$ cat config.mk
export PLATFORM = sky130hd
export DESIGN_NAME = fb_wb_arbiter
export DESIGN_NICKNAME = d
export VERILOG_FILES = /design/src/rtl/fb_wb_arbiter.sv
export SDC_FILE = /design/constraint.sdc
export NUM_CORES = 1
export LEC_CHECK = 0
export CORE_ASPECT_RATIO = 2
export CORE_MARGIN = 1
export CORE_UTILIZATION = 49
export CTS_BUF_LIST = sky130_fd_sc_hd__clkbuf_4 sky130_fd_sc_hd__clkbuf_8 sky130_fd_sc_hd__clkbuf_16
export DETAILED_ROUTE_END_ITERATION = 6
export HOLD_SLACK_MARGIN = 0.06
export PLACE_DENSITY_LB_ADDON = 0.15
export SYNTH_ARGS = -nofsm -noshare
export SYNTH_HDL_FRONTEND = slang
export SYNTH_SLANG_ARGS = --single-unit
$ cat constraint.sdc
create_clock -name clk -period 2.85 [get_ports clk]
set_input_delay 0.57 -clock clk [delete_from_list [all_inputs] [get_ports clk]]
set_output_delay 0.57 -clock clk [all_outputs]
set_load 0.02 [all_outputs]
$ cat src/rtl/fb_wb_arbiter.sv
// Writeback arbiter: shares the register-file write port between the
// in-order pipeline (A) and a FIFO-buffered long-latency unit (B).
module fb_wb_arbiter #(
  parameter int DEPTH        = 4,
  parameter int STARVE_LIMIT = 3
) (
  input  logic        clk,
  input  logic        reset,
  input  logic        a_valid,
  input  logic [4:0]  a_waddr,
  input  logic [31:0] a_wdata,
  output logic        a_stall,
  input  logic        b_valid,
  input  logic [4:0]  b_waddr,
  input  logic [31:0] b_wdata,
  output logic        b_ready,
  input  logic        drain_req,
  output logic        drain_done,
  output logic        rf_we,
  output logic [4:0]  rf_waddr,
  output logic [31:0] rf_wdata,
  output logic [31:0] busy
);

  localparam int PW = $clog2(DEPTH);
  localparam int SW = $clog2(STARVE_LIMIT + 1);

  typedef enum logic {NORMAL, DRAIN} state_t;
  typedef enum logic [1:0] {G_NONE, G_A, G_B} grant_t;

  state_t state, state_d;
  grant_t grant;

  logic [4:0]    q_addr [DEPTH];
  logic [31:0]   q_data [DEPTH];
  logic [PW-1:0] wr_ptr, rd_ptr;
  logic [PW:0]   count;
  logic [SW-1:0] starve_cnt;

  logic ne, a_ok, push, pop, starved;

  assign ne      = count != '0;
  assign b_ready = count != (PW+1)'(DEPTH);
  assign a_ok    = a_valid & (a_waddr != 5'd0);
  assign push    = b_valid & b_ready & (b_waddr != 5'd0);
  assign starved = starve_cnt == SW'(STARVE_LIMIT);
  assign pop     = grant == G_B;
  assign a_stall = a_ok & (grant != G_A);

  always_comb begin
    state_d = state;
    grant   = G_NONE;
    unique case (state)
      NORMAL: if (drain_req) state_d = DRAIN;
      DRAIN:  if (!drain_req) state_d = NORMAL;
      default: state_d = NORMAL;
    endcase
    // A is never granted while draining, so the FIFO can empty
    if (state == DRAIN && ne)       grant = G_B;
    else if (starved && ne)         grant = G_B;
    else if (a_ok && state == NORMAL) grant = G_A;
    else if (ne)                    grant = G_B;
  end

  always_ff @(posedge clk) begin
    if (push) begin
      q_addr[wr_ptr] <= b_waddr;
      q_data[wr_ptr] <= b_wdata;
    end
  end

  always_ff @(posedge clk or posedge reset) begin
    if (reset) begin
      state      <= NORMAL;
      wr_ptr     <= '0;
      rd_ptr     <= '0;
      count      <= '0;
      starve_cnt <= '0;
      drain_done <= 1'b0;
      rf_we      <= 1'b0;
      rf_waddr   <= '0;
      rf_wdata   <= '0;
    end else begin
      state <= state_d;
      if (push) wr_ptr <= wr_ptr + 1'b1;
      if (pop)  rd_ptr <= rd_ptr + 1'b1;
      count <= count + (PW+1)'(push) - (PW+1)'(pop);
      if (!ne || pop)    starve_cnt <= '0;
      else if (!starved) starve_cnt <= starve_cnt + 1'b1;
      drain_done <= (state == DRAIN) & drain_req & !ne & !push & !rf_we;
      unique case (grant)
        G_A: begin
          rf_we    <= 1'b1;
          rf_waddr <= a_waddr;
          rf_wdata <= a_wdata;
        end
        G_B: begin
          rf_we    <= 1'b1;
          rf_waddr <= q_addr[rd_ptr];
          rf_wdata <= q_data[rd_ptr];
        end
        default: rf_we <= 1'b0;
      endcase
    end
  end

  always_comb begin : busy_map
    logic [PW-1:0] off;
    busy = '0;
    for (int i = 0; i < DEPTH; i++) begin
      off = PW'(i) - rd_ptr;
      if ({1'b0, off} < count) busy[q_addr[i]] = 1'b1;
    end
    if (rf_we) busy[rf_waddr] = 1'b1;
    busy[0] = 1'b0;
  end

endmodule
==> metrics.cfg <==
[yosys]
netlist_area_mm2=0.00939
synth-simple-area-share_pct=9.79
yosysWarnings=0
muxShareOfSynthArea_pct=13.0
synthAdderAreaFrac_pct=1.94
synth_top_family_by_area=multiplexers
syn-num-nets=746
synthArstFlopShare_pct=24.9
synth.top_cell.area_share_pct=47.3
synth_area_leaders=edfxtp_1, dfrtp_1, mux4_2, a22oi_1, mux2i_1
synth-edff-count=148
ys_ff_latch=197
synthXorXnorAreaFrac_pct=0.653
syn_area_per_cell_um2=14.4
synth_top_area_cell=edfxtp_1
synthFlopType=edfxtp_1
syn_inst=653
synth_compound_area_share_pct=12.0
yosysUniqueCellTypes=51
yosysSeqAreaShare_pct=60.4

[power]
powerDensity_mw_per_mm2=1050
power_uw=14300
leakagePower_uw=0.00512
peakVddDrop_v=0.000808

[worst_hold_path]
holdPathStages=2
hold_class=reg2reg

[sta]
skew_ns=0.00997
hold_violations=0
relSlewSlack_pct=50.3
fin_crit_ns=3.42
fmax_mhz=292
timing.final.max_slew_violations=0
setup_viol=31
layout_setup_ws_ns=-0.574
post-route-period-util_pct=120
rsz0062_at_grt=yes
worst_pin_slew_ns=0.745
whs_ns=0.493

[floorplan]
ios=152
die_x_um=99.9
row_count=71
initial_core_util_pct=49.9
die_h_um=198
core_mm2=0.0188
die-area_mm2=0.0198

[grt]
grt_pass1_wl_um=45600
grt_start_max_net_pins=42
grt_use_total_pct=33.2
grt_antenna_before_repair=0
grt_pass1_vias=7516
grt_overflow=0

[cts]
cts.sinks=197
cts_buffers=17
clock_tree.root_cell=clkbuf_16
clkTransAtPathRegs_ns=0.07
insertion_delay_ns=0.43
cts_tree=built
htree_levels=4
clockBufferDepth=2

[critical_path]
reg2regPathDepth=11
cpMostUsedCell=buf_6
path_depth=11
crit_chain=xnor2_2 > inv_1 > ha_1 > nor2b_4 > buf_6 > a2111oi_4 > buf_6 > buf_6 > a22oi_2 > nand3_1 > buf_2
cp-end-kind=output port
arrival_ns=2.85
max_stage_delay_ns=0.43
path_delay_family=buffers and inverters
critical_path_buf_inv_count=5
path_max_fanout=5
required_ns=2.28
path_class=reg2out
cpMaxStageDelayCell=dfrtp_2
start_kind=flip-flop

[final_layout]
antenna_cells=0
seq_area_mm2=0.00567
final_cell_mix=edfxtp_1, buf_4, clkdlybuf4s50_1
multi_input_area_mm2=0.00410
final.fill_count=1279
area_delta_synth_final_pct=45.2
num-nets-final=1034
design_area_mm2=0.0136
fin_util_pct=72.4
fin_cells=1209
final_layout_size_suffix_gt1_share_pct=37.7
mostFrequentLayoutCell=edfxtp_1

[routing]
wl_met1_um=9720
via_per_inst=5.90
vias=7136
ant_nets=0
postRouteWirelength_um=31500
drcViolationCount=0
wl_met3_um=1940
drt_iter0_drc=371
highest_layer=met4
wl_per_cell_um=26.0
drt_pass1_iterations=5
dr_wl_met2_um=17100

[placed_design]
globalplace.congestion=1.03
place_hpwl_um=22700
io_buffers=150
place_area_mm2=0.0122
dpl.cell_count=1137

[run_status]
status=finished, violations left
violations=negative setup slack

[flow_run]
max-cap-violations=0

==> per-stage QoR <==
stage	setup slack, ns	TNS (ns)
final	-0.574	-12.07
after global placement	-0.573	-28.89
after detailed placement	-0.579	-31.09
after floorplan	0.0119	0
after CTS	-0.459	-9.38
after global routing	-0.616	-14.81
==> cells in the mapped netlist, types with 6 or more instances <==
| master | n |
|---|---|
| nand2b_1 | 6 |
| nor3_1 | 6 |
| a2111oi_2 | 13 |
| and3b_1 | 7 |
| mux2i_1 | 38 |
| edfxtp_1 | 148 |
| mux4_2 | 37 |
| o21ai_0 | 38 |
| nand2_1 | 66 |
| nor2b_1 | 10 |
| buf_1 | 11 |
| nor2_1 | 12 |
| and2_1 | 8 |
| o211ai_1 | 13 |
| dfrtp_1 | 49 |
| inv_1 | 15 |
| buf_2 | 7 |
| ha_1 | 13 |
| nand3_1 | 20 |
| clkbuf_1 | 17 |
| nor3b_1 | 7 |
| a22oi_1 | 56 |
==> power breakdown <==
group,internal [µW],switching [µW],total [µW]
Sequential,3900,451,4350
Combinational,3660,3990,7640
Clock,1290,1040,2330
==> metal layers <==
layer | vias to the layer above | GRT usage [%]
met5 | - | 0
met4 | 0 | 27.0
met3 | 102 | 8.26
met2 | 291 | 60.1
met1 | 3595 | 30.5
li1 | 3148 | -
==> kinds of logic (layout without fill, tap and decap cells) <==
family / count (synthesis) / count (layout)
flip-flops: 197 / 197
other: 1 / 1
AND/OR/NAND/NOR: 170 / 170
multiplexers: 76 / 76
buffers and inverters: 51 / 352
AO/OA/AOI/OAI: 137 / 137
XOR/XNOR: 7 / 7
adder cells (fa/ha/maj): 14 / 14
==> registers in the layout (all words and copies together) (netlist names) <==
| name | flops |
|---|---|
| q_data | 128 |
| rf_wdata | 32 |
| q_addr | 20 |
| rf_waddr | 5 |
| count | 3 |
| rd_ptr | 2 |
| starve_cnt | 2 |
| wr_ptr | 2 |
| drain_done | 1 |
| rf_we | 1 |
| state | 1 |
==> worst min-delay path: stages, from the launching register on <==
cell and delay [ns]:
dfrtp_1 0.35, nand2_1 0.05, o21ai_0 0.06
==> cell type report <==
| class | count | share of cell area (%) |
|---|---|---|
| clock buffers | 19 | 3.40 |
| clock inverters | 13 | 0.899 |
| inverters | 15 | 0.413 |
| multi-input cells | 405 | 30.0 |
| flip-flops and latches | 197 | 41.6 |
| well taps | 255 | 2.34 |
| repair buffers | 305 | 21.3 |
==> final timing paths <==
| check | start | to | slack (ns) |
|---|---|---|---|
| setup / recovery | rd_ptr[0]$_DFFE_PP0N_ | busy[18] | -0.57 |
| hold / removal | rf_wdata[24]$_DFFE_PP0P_ | rf_wdata[24]$_DFFE_PP0P_ | 0.49 |
| setup reg to reg | count[2]$_DFF_PP0_ | count[2]$_DFF_PP0_ | 0.15 |
| hold reg to reg | rf_wdata[24]$_DFFE_PP0P_ | rf_wdata[24]$_DFFE_PP0P_ | 0.49 |
| max in group asynchronous | reset | rf_wdata[10]$_DFFE_PP0P_ | 1.74 |
| min in group asynchronous | reset | rf_wdata[27]$_DFFE_PP0P_ | 0.53 |
==> timing repair <==
action	4_1_cts	5_1_grt
hold buffers	0	0
setup buffers	30	15
cloned	0	0
hold endpoints to repair	0	0
setup endpoints to repair	52	32
gates resized for setup	246	19
pin swaps	41	20
(Power assumes the default switching activity.)
